### src/rtl/m1553_tx_encoder.sv
// rtl/m1553_tx_encoder.sv - MIL-STD-1553 Manchester II word transmitter
module m1553_tx_encoder #(
    parameter int CYCLES_PER_CHIP = 50
) (
    input  logic        clk,
    input  logic        rst_n,
    input  logic        tx_valid,
    output logic        tx_ready,
    input  logic [15:0] tx_word,
    input  logic        tx_type,
    output logic        tx_p,
    output logic        tx_n,
    output logic        tx_en,
    output logic        tx_done
);
    localparam int            CW        = $clog2(CYCLES_PER_CHIP);
    localparam logic [CW-1:0] CYC_LAST  = CW'(CYCLES_PER_CHIP - 1);
    localparam logic [5:0]    SYNC_LAST = 6'd5;
    localparam logic [5:0]    DATA_LAST = 6'd37;
    localparam logic [5:0]    PAR_LAST  = 6'd39;

    typedef enum logic [1:0] {IDLE, SYNC, DATA, PARITY} state_t;

    state_t        state_q, state_d;
    logic [CW-1:0] cyc_q, cyc_d;
    logic [5:0]    chip_q, chip_d;
    logic [15:0]   word_q, word_d;
    logic          type_q, type_d;
    logic          par_q, par_d;
    logic          chip_d_val;
    logic          p_d, n_d, en_d, done_d;
    logic          chip_end, word_end, accept;

    // Chip level for word position idx: 0..5 sync, 6..37 data pairs, 38..39 parity pair.
    function automatic logic chip_value(input logic [5:0] idx, input logic [15:0] w,
                                        input logic t, input logic par);
        logic [3:0] bit_sel;
        logic       b;
        bit_sel = 4'((idx - 6'd6) >> 1);
        b       = (idx >= 6'd38) ? par : w[~bit_sel];
        if (idx < 6'd6) begin
            return (idx < 6'd3) ^ t;
        end
        return b ^ idx[0];
    endfunction

    assign chip_end = (cyc_q == CYC_LAST);
    assign word_end = (state_q == PARITY) && (chip_q == PAR_LAST) && chip_end;
    assign tx_ready = (state_q == IDLE) || word_end;
    assign accept   = tx_valid && tx_ready;

    always_ff @(posedge clk or negedge rst_n) begin : state_reg
        if (!rst_n) begin
            state_q <= IDLE;
        end else begin
            state_q <= state_d;
        end
    end

    always_comb begin : next_state
        state_d = state_q;
        case (state_q)
            IDLE:    if (accept) state_d = SYNC;
            SYNC:    if (chip_end && chip_q == SYNC_LAST) state_d = DATA;
            DATA:    if (chip_end && chip_q == DATA_LAST) state_d = PARITY;
            PARITY:  if (word_end) state_d = accept ? SYNC : IDLE;
            default: state_d = IDLE;
        endcase
    end

    // Outputs are computed from next-state values so the registered bus drive lines up with state.
    always_comb begin : next_outputs
        word_d = accept ? tx_word : word_q;
        type_d = accept ? tx_type : type_q;
        par_d  = accept ? ~^tx_word : par_q;
        if (state_d == IDLE || accept) begin
            cyc_d  = '0;
            chip_d = '0;
        end else if (chip_end) begin
            cyc_d  = '0;
            chip_d = chip_q + 6'd1;
        end else begin
            cyc_d  = cyc_q + 1'b1;
            chip_d = chip_q;
        end
        en_d       = (state_d != IDLE);
        chip_d_val = chip_value(chip_d, word_d, type_d, par_d);
        p_d        = en_d & chip_d_val;
        n_d        = en_d & ~chip_d_val;
        done_d     = (state_d == PARITY) && (chip_d == PAR_LAST) && (cyc_d == CYC_LAST);
    end

    always_ff @(posedge clk or negedge rst_n) begin : datapath_reg
        if (!rst_n) begin
            cyc_q   <= '0;
            chip_q  <= '0;
            word_q  <= '0;
            type_q  <= 1'b0;
            par_q   <= 1'b0;
            tx_p    <= 1'b0;
            tx_n    <= 1'b0;
            tx_en   <= 1'b0;
            tx_done <= 1'b0;
        end else begin
            cyc_q   <= cyc_d;
            chip_q  <= chip_d;
            word_q  <= word_d;
            type_q  <= type_d;
            par_q   <= par_d;
            tx_p    <= p_d;
            tx_n    <= n_d;
            tx_en   <= en_d;
            tx_done <= done_d;
        end
    end
endmodule

### config.mk
export PLATFORM = sky130hd
export DESIGN_NAME = m1553_tx_encoder
export DESIGN_NICKNAME = d
export VERILOG_FILES = /design/src/rtl/m1553_tx_encoder.sv
export SDC_FILE = /design/constraint.sdc
export NUM_CORES = 1
export LEC_CHECK = 0
export CAP_MARGIN = 20
export CORE_MARGIN = 4
export CORE_UTILIZATION = 55
export CTS_CLUSTER_DIAMETER = 80
export DETAILED_ROUTE_END_ITERATION = 8
export PLACE_DENSITY = 0.79
export REMOVE_ABC_BUFFERS = 1
export SYNTH_ARGS = -nofsm -noshare
export SYNTH_HDL_FRONTEND = slang
export SYNTH_SLANG_ARGS = --single-unit
### constraint.sdc
create_clock -name clk -period 3.4 [get_ports clk]
set_input_delay 1.02 -clock clk [delete_from_list [all_inputs] [get_ports clk]]
set_output_delay 1.02 -clock clk [all_outputs]
set_load 0.05 [all_outputs]
Word-level counts from Yosys, hierarchy flattened. Cells that the tools add are included. Widths: inputs -> output; s select.

Flip-flop bits (word level): 36. Logic and storage cells: 65. Bits of input ports: 20. Output and inout port bits: 5.

Bitwise operators: 6. $add $sub $neg: 3. Reduce and logical (&&, ||, !) cells: 13. Eq/ne operators: 10. Mux-type cells: 19. Magnitude comparators: 4.

Operators by type and width (count): $eq 6x6->1 const B (5); $mux 6 (4); $mux 16 (1); $reduce_xnor 16->1 (1); $add 6x1->6 const B (2); $mux 1 (8); $mux 2 (4); $pmux 2 s4 (1); $logic_and 1x1->1 (7); $eq 2x2->1 const B (3); $eq 6x3->1 const B (1); $ge 6x6->1 const B (1); $lt 6x2->1 const B (1); $lt 6x3->1 const B (1); $lt 4x5->1 const B (1); $sub 5x3->5 const B (1); $bmux 1 s4 (1); $logic_not 2->1 (2); $not 4->4 (1); $and 1x1->1 (2); $eq 2x1->1 const B (1); $logic_or 1x1->1 (2); $reduce_bool 2->1 (1); $xor 1x1->1 (2); $not 1->1 (1).

Longest topological paths before layout. Gate-level depths: netlist of the first run.

Depth in word-level cells: 20. Gate-level depth with buffers: 13. Mapped depth without buffers: 11.

Worst setup path after synthesis of the first run. Ideal clock, no wire load.

Path kind: input-to-reg. Start: input tx_valid. End: register tx_p. Stages on the path: 9. Data required time: 3276 ps. Path buffers: 1. Arrival: 2966 ps. Setup slack: 310 ps. Library setup time: 124 ps. Cell sequence: and2_2 > a31oi_4 > buf_2 > mux2_4 > mux4_1 > mux2i_1 > mux2i_1 > mux2i_1 > o31a_1.

Elaborated cells on any way between the ends: 26. Classes of those cells: add/sub (1); order compare (3); mux (14); bitwise (4); reduce/logical (4).

RTL lines: start: declaration (RTL line 7) `input logic tx_valid,`; $logic_and 1x1->1 (RTL line 50) `assign accept = tx_valid && tx_ready;`; $mux 16 (RTL line 73) `word_d = accept ? tx_word : word_q;`; named net word_d[14] (RTL line 27) `logic [15:0] word_q, word_d;`; $bmux 1 s4 (RTL line 40) `b = (idx >= 6'd38) ? par : w[~bit_sel];`; $mux 1 (not written as such) (RTL line 40); $mux 1 (RTL line 40); $xor 1x1->1 (RTL line 44) `return b ^ idx[0];`; $mux 1 (RTL line 44); $and 1x1->1 (RTL line 88) `p_d = en_d & chip_d_val;`; named net p_d (RTL line 31) `logic p_d, n_d, en_d, done_d;`; end signal: assignment (RTL line 110) `tx_p <= p_d;`; end: declaration (RTL line 11) `output logic tx_p,`.

The timed path passes the listed nets, and every way through them passes these cells. The select of a mux whose other input is x is not followed.

Final worst setup path of the first run.
Start: register chip_q[1]. End: register tx_n.

Elaborated cells on any way between the ends: 39. Classes of those cells: add/sub (2); order compare (3); eq/ne (3); mux (17); bitwise (5); reduce/logical (9).

RTL lines: start: declaration (RTL line 26) `logic [5:0] chip_q, chip_d;`; start signal: assignment (RTL line 106) `chip_q <= chip_d;`; $eq 6x6->1 (RTL line 48) `assign word_end = (state_q == PARITY) && (chip_q == PAR_LAST) && chip_end;`; $logic_and 1x1->1 (2 in a row) (RTL line 48); $logic_or 1x1->1 (RTL line 49) `assign tx_ready = (state_q == IDLE) || word_end;`; $logic_and 1x1->1 (RTL line 50); $mux 16 (RTL line 73); named net word_d[6] (RTL line 27); $bmux 1 s4 (RTL line 40); $mux 1 (not written as such) (RTL line 40); $mux 1 (RTL line 40); $xor 1x1->1 (RTL line 44); $mux 1 (RTL line 44); $not 1->1 (RTL line 89) `n_d = en_d & ~chip_d_val;`; $and 1x1->1 (RTL line 89); named net n_d (RTL line 31); end signal: assignment (RTL line 111) `tx_n <= n_d;`; end: declaration (RTL line 12) `output logic tx_n,`.

The timed path passes the listed nets, and every way through them passes these cells. The select of a mux whose other input is x is not followed.

==> impl_metrics.env, run 1 <==
export IMPL_status="completed"
export IMPL_ctsHoldBuffers=0
export IMPL_drt_pass1_iter_count=4
export IMPL_cap_violations=0
export IMPL_postRouteWirelength_um=4300
export IMPL_core_mm2=0.00366
export IMPL_tightest_slew_ns=0.616
export IMPL_fp_dieW_um=69.7
export IMPL_cts_tree="yes"
export IMPL_final_nets=247
export IMPL_via_per_inst=5.56
export IMPL_syn_instance_count=182
export IMPL_cts_made_buffers=5
export IMPL_layout_commonest_cell="dfrtp_1"
export IMPL_num_rows=22
export IMPL_synthSimpleGateAreaFrac_pct=16.3
export IMPL_place_area_mm2=0.00246
export IMPL_synth_cell_types=48
export IMPL_hold_violations=0
export IMPL_cts_root_buf="clkbuf_8"
export IMPL_crit_required_ns=3.60
export IMPL_critPathMaxFanout=5
export IMPL_leakage_nw=1.24
export IMPL_synth_yosys_seq_area_share_pct=43.0
export IMPL_synth_adder_area_share_pct=2.39
export IMPL_power_density_mw_per_mm2=467
export IMPL_die_h_um=69.7
export IMPL_finalSetupViolCount=0
export IMPL_most_common_layout_cells="dfrtp_1, clkdlybuf4s50_1, xnor2_1"
export IMPL_antenna_found_initial=0
export IMPL_grt_max_degree=37
export IMPL_syn_to_final_growth_pct=26.0
export IMPL_syn_avg_cell_area_um2=11.5
export IMPL_io_pins=25
export IMPL_finalWeightedCongestion=0.812
export IMPL_wire_per_inst_um=15.9
export IMPL_critPathArrivalTime_ns=3.40
export IMPL_htreeDepth=2
export IMPL_first_global_vias=1552
export IMPL_synth_xor_area_share_pct=10.5
export IMPL_yosysTopAreaCell="dfrtp_1"
export IMPL_grt_use_total_pct=18.3
export IMPL_clock_latency_ns=0.29
export IMPL_synth_compound_area_share_pct=7.76
export IMPL_hpwl_um=3000
export IMPL_dieArea_mm2=0.00486
export IMPL_synth_mux_area_share_pct=16.9
export IMPL_postRouteAntennaNets=0
export IMPL_vias=1506
export IMPL_irDropWorstVdd_uv=287
export IMPL_grt_pass1_wl_um=6980
export IMPL_critPathLaunchType="register"
export IMPL_start_util_pct=57.2
export IMPL_drive_gt1_share_pct=25.6
export IMPL_fin_skew_ns=0.00304
export IMPL_setup_tns_ns=0
export IMPL_drv_slew=0
export IMPL_numPortBuffers=24
export IMPL_synth_top_family_by_area="multiplexers"
export IMPL_diodes=0
export IMPL_clock_sinks=36
export IMPL_grt_ovfl_total=0
export IMPL_fin_crit_sh_pct=94.1
export IMPL_clk_path_buf_depth=2
export IMPL_fmax_ghz=0.312
export IMPL_hold_path_class="reg -> reg"
export IMPL_synth_area_leaders="dfrtp_1, mux2_2, xnor2_1"
export IMPL_drt_iter0_drc=119
export IMPL_slew_headroom_pct=58.5
export IMPL_min_period_ns=3.20
export IMPL_synth_top_area_share_pct=43.0
export IMPL_ys_warnings_count=0
export IMPL_fill_cells=263
export IMPL_drcViolationCount=0
export IMPL_synthesis_area_mm2=0.00210
export IMPL_finalInstanceArea_mm2=0.00264
export IMPL_clk_pin_slew_ns=0.07
export IMPL_rsz0062_at_grt="false"
export IMPL_end_kind="register"
export IMPL_ys_ff_latch=36
export IMPL_worstSetupPathType="reg -> reg"
## synthesized netlist by cell type (all sizes together)
library cell and instances:
nor3b 1, a211oi 2, nor3 7, mux2 17
o21a 2, a311oi 1, a41oi 1, or4b 1
nor4 2, and2 5, o31a 1, dfrtp 36
and4 1, nand3 4, buf 4, xnor2 20
nand2b 2, nor4b 1, nand2 12, or2 1
nor2 19, mux4 4, nand4bb 1, a21oi 2
a31oi 1, a21o 1, inv 9, ha 4
a2111o 1, nand4 2, a211o 1, o22ai 1
o21ai 6, o21bai 1, mux2i 5, xor2 3
## report_power, final
group | switching, W | internal (W) | leakage, nW | total (W)
registers | 0.0000564 | 0.000500 | 0.458 | 0.000556
clock network | 0.000147 | 0.000180 | 0.0503 | 0.000327
logic | 0.000183 | 0.000166 | 0.731 | 0.000348
## flip-flops by register name, summed over array words and instances (netlist names), 2 cells and up
| name | cells |
|---|---|
| state_q | 2 |
| chip_q | 6 |
| cyc_q | 6 |
| word_q | 16 |
## final timing paths
check,slack (ns),end,depth (start not counted),from
setup / recovery,0.20,tx_n$_DFF_PN0_,11,chip_q[1]$_DFF_PN0_
max in group asynchronous,1.94,word_q[6]$_DFF_PN0_,2,rst_n
hold / removal,0.50,word_q[6]$_DFF_PN0_,1,word_q[6]$_DFF_PN0_
hold reg to reg,0.50,word_q[6]$_DFF_PN0_,1,word_q[6]$_DFF_PN0_
min in group asynchronous,1.14,word_q[12]$_DFF_PN0_,2,rst_n
setup reg to reg,0.20,tx_n$_DFF_PN0_,11,chip_q[1]$_DFF_PN0_
## cells by family after synthesis
logic type / count (synthesis)
compound gates: 21
xor+xnor: 23
fa+ha+maj: 4
buf+inv: 13
flops: 36
mux: 26
simple gates: 59
## area by class of cell
cell class                 instances  area, um2  share of cell area (%)
timing repair buffer              38        405                    15.4
inverter                           9       33.8                    1.28
sequential                        36        901                    34.1
multi-input combinational        133       1140                    43.3
tap                               48       60.1                    2.27
clock buffer                       7       96.3                    3.65
## per-layer routing
| layer | up-vias | GRT usage [%] | wire length (um) |
|---|---|---|---|
| met3 | 9 | 5.80 | 171 |
| li1 | 721 | - | - |
| met2 | 31 | 32.6 | 2340 |
| met1 | 745 | 20.7 | 1730 |
| met5 | - | 0 | 0 |
| met4 | 0 | 5.74 | 60 |
## worst max-delay path, stage by stage (launching register included)
cell and delay, ns:
dfrtp_1 0.43, ha_1 0.25, and4_4 0.23, and2_4 0.17, a31oi_4 0.31, clkbuf_16 0.21
mux2_4 0.30, mux4_2 0.49, mux2i_1 0.16, mux2i_1 0.10, mux2i_1 0.16, nor4b_2 0.28
## repair_timing
item | CTS | global route
cloned | 0 | 2
setup endpoints to repair | 1 | 2
pin swaps | 1 | 2
gates resized for setup | 0 | 11
buffers inserted | 0 | 2
## per-stage QoR
step	util, %	worst slack [ns]	std cells	hold slack, ns	total power [W]
6_report	72.1	0.200	271	0.501	0.00123
5_1_grt	72.1	0.0651	271	0.515	0.00131
4_1_cts	69.9	0.00212	267	0.498	0.00123
3_5_place_dp	67.2	-0.262	260	0.479	0.000901
2_1_floorplan	-	0.129	178	0.464	0.000786
3_3_place_gp	67.2	-0.243	260	0.477	0.000882
Power figures use the tool's default switching activity.
==> run 2, diff against run 1 <==
--- a/config.mk
+++ b/config.mk
@@ -5,13 +5,12 @@
 export SDC_FILE = /design/constraint.sdc
 export NUM_CORES = 1
 export LEC_CHECK = 0
-export CAP_MARGIN = 20
+export CAP_MARGIN = 30
 export CORE_MARGIN = 4
 export CORE_UTILIZATION = 55
 export CTS_CLUSTER_DIAMETER = 80
 export DETAILED_ROUTE_END_ITERATION = 8
 export PLACE_DENSITY = 0.79
-export REMOVE_ABC_BUFFERS = 1
 export SYNTH_ARGS = -nofsm -noshare
 export SYNTH_HDL_FRONTEND = slang
 export SYNTH_SLANG_ARGS = --single-unit
==> impl_metrics.env, run 2 (same netlist as run 1, synthesis figures left out) <==
export IMPL_end_kind="register"
export IMPL_finalInstanceArea_mm2=0.00266
export IMPL_postRouteAntennaNets=0
export IMPL_crit_path_frequent_cell="mux2i_1"
export IMPL_hold_violations=0
export IMPL_clock_latency_ns=0.29
export IMPL_core_mm2=0.00366
export IMPL_vias=1537
export IMPL_dieArea_mm2=0.00486
export IMPL_drt_iter0_drc=93
export IMPL_p_clk_share_pct=29.2
export IMPL_power_density_mw_per_mm2=477
export IMPL_start_util_pct=57.2
export IMPL_crit_chain="ha_1 > nand4bb_1 > buf_4 > nor2_8 > a31oi_4 > clkbuf_16 > mux2_2 > mux4_2 > mux2i_1 > mux2i_1 > mux2i_1 > o31a_1"
export IMPL_drv_slew=0
export IMPL_cts_made_buffers=5
export IMPL_cts_root_buf="clkbuf_8"
export IMPL_clk_path_buf_depth=2
export IMPL_status="completed"
export IMPL_htreeDepth=2
export IMPL_fin_crit_sh_pct=92.0
export IMPL_power_frac_seq_pct=43.8
export IMPL_critPathLaunchType="register"
export IMPL_routedLengthMet1_um=1780
export IMPL_num_rows=22
export IMPL_via_per_inst=5.61
export IMPL_switching_share_pct=30.6
export IMPL_rsz0062_at_grt="false"
export IMPL_numPortBuffers=24
export IMPL_slew_headroom_pct=64.2
export IMPL_multi_input_area_mm2=0.00113
export IMPL_clk_pin_slew_ns=0.07
export IMPL_layout_commonest_cell="dfrtp_1"
export IMPL_wire_per_inst_um=16.7
export IMPL_grt_max_degree=37
export IMPL_tightest_slew_ns=0.531
export IMPL_routed_wl_met2_um=2510
export IMPL_place_area_mm2=0.00246
export IMPL_irDropWorstVdd_uv=292
export IMPL_largest_register="word_q"
export IMPL_hold_path_class="reg -> reg"
export IMPL_largest_register_ffs=16
export IMPL_drt_pass1_iter_count=5
export IMPL_fin_skew_ns=0.00667
export IMPL_fp_dieW_um=69.7
export IMPL_critPathMaxFanout=10
export IMPL_power_internal_w=0.000880
export IMPL_antenna_found_initial=0
export IMPL_final_nets=249
export IMPL_top_regs="word_q: 16 flops, chip_q: 6 flops, cyc_q: 6 flops"
export IMPL_setup_tns_ns=0
export IMPL_cts_tree="yes"
export IMPL_seqCellArea_um2=901
export IMPL_crit_required_ns=3.58
export IMPL_cpPeakStageDelay_ns=0.48
export IMPL_netSwitchingPower_w=0.000387
export IMPL_postRouteWirelength_um=4570
export IMPL_finalWeightedCongestion=0.805
export IMPL_grt_use_total_pct=19.1
export IMPL_grt_pass1_wl_um=7290
export IMPL_first_global_vias=1609
export IMPL_cap_violations=0
export IMPL_total_power_w=0.00127
export IMPL_leakage_nw=1.24
export IMPL_drcViolationCount=0
export IMPL_syn_nets=206
export IMPL_fmax_ghz=0.320
export IMPL_die_h_um=69.7
export IMPL_io_pins=25
export IMPL_finalSetupViolCount=0
export IMPL_path_delay_family="multiplexers"
export IMPL_critPathArrivalTime_ns=3.31
export IMPL_hpwl_um=3270
export IMPL_syn_to_final_growth_pct=26.7
export IMPL_met3_length_um=204
export IMPL_top_layer="met4"
export IMPL_grt_ovfl_total=0
export IMPL_final_util_pct=72.6
export IMPL_cp_buffers_inverters=2
export IMPL_fill_cells=250
export IMPL_cp_slowest_cell="mux4_2"
export IMPL_most_common_layout_cells="dfrtp_1, clkdlybuf4s50_1, xnor2_1"
export IMPL_clock_sinks=36
export IMPL_worstSetupPathType="reg -> reg"
export IMPL_drive_gt1_share_pct=25.2
export IMPL_min_period_ns=3.13
export IMPL_comb_power_share_pct=27.0
export IMPL_diodes=0
run 2: timing repair:
action / CTS / global route
hold buffers: 0 / 0
setup buffers: 0 / 4
endpoints found under the hold margin: 0 / 0
resized for setup: 0 / 5
endpoints found under the setup margin: 0 / 2
run 2: final timing paths:
kind	start	endpoint	slack, ns	cells past startpoint
max in group asynchronous	rst_n	word_q[0]$_DFF_PN0_	1.93	2
min	word_q[15]$_DFF_PN0_	word_q[15]$_DFF_PN0_	0.50	1
max	cyc_q[0]$_DFF_PN0_	tx_p$_DFF_PN0_	0.27	12
min reg2reg	word_q[15]$_DFF_PN0_	word_q[15]$_DFF_PN0_	0.50	1
min in group asynchronous	rst_n	cyc_q[0]$_DFF_PN0_	1.15	2
max reg2reg	cyc_q[0]$_DFF_PN0_	tx_p$_DFF_PN0_	0.27	12
run 2: stage by stage:
stage | hold WS [ns] | setup slack (ns) | std cells
3_5_place_dp | 0.482 | -0.276 | 260
4_1_cts | 0.501 | 0.0170 | 268
5_1_grt | 0.514 | 0.120 | 274
3_3_place_gp | 0.476 | -0.246 | 260
2_1_floorplan | 0.464 | 0.310 | 182
6_report | 0.498 | 0.272 | 274
run 2: worst reg2reg max path, cell delays in order (launching register included):
cell       delay [ns]
dfrtp_1          0.43
ha_1             0.22
nand4bb_1        0.09
buf_4            0.21
nor2_8           0.07
a31oi_4          0.30
clkbuf_16        0.21
mux2_2           0.35
mux4_2           0.48
mux2i_1          0.14
mux2i_1          0.10
mux2i_1          0.16
o31a_1           0.26
run 2: per-layer routing:
metal	global-route usage (%)	up-vias
met2	34.0	48
met5	0	-
met3	4.93	10
met4	7.87	0
met1	21.7	750
li1	-	729
run 2: power groups by stage:
stage          logic (W)  registers, W  clock network [W]
6_report        0.000342      0.000555           0.000370
5_1_grt         0.000379      0.000566           0.000399
4_1_cts         0.000341      0.000554           0.000379
3_5_place_dp    0.000339      0.000563                  0
3_3_place_gp    0.000325      0.000558                  0
2_1_floorplan   0.000223      0.000567                  0
run 2: layout make-up:
cell class	count	area share, %
Tap cell	48	2.26
Multi-Input combinational cell	133	42.6
Timing Repair Buffer	40	15.9
Sequential cell	36	33.9
Inverter	9	1.27
Clock inverter	2	1.32
Clock buffer	6	2.73
==> run 3, diff against run 2 <==
--- a/config.mk
+++ b/config.mk
@@ -11,6 +11,7 @@
 export CTS_CLUSTER_DIAMETER = 80
 export DETAILED_ROUTE_END_ITERATION = 8
 export PLACE_DENSITY = 0.79
+export SLEW_MARGIN = 20
 export SYNTH_ARGS = -nofsm -noshare
 export SYNTH_HDL_FRONTEND = slang
 export SYNTH_SLANG_ARGS = --single-unit
==> results of run 3 <==
No change in the layout: final DEF, timing and power equal those of run 2.
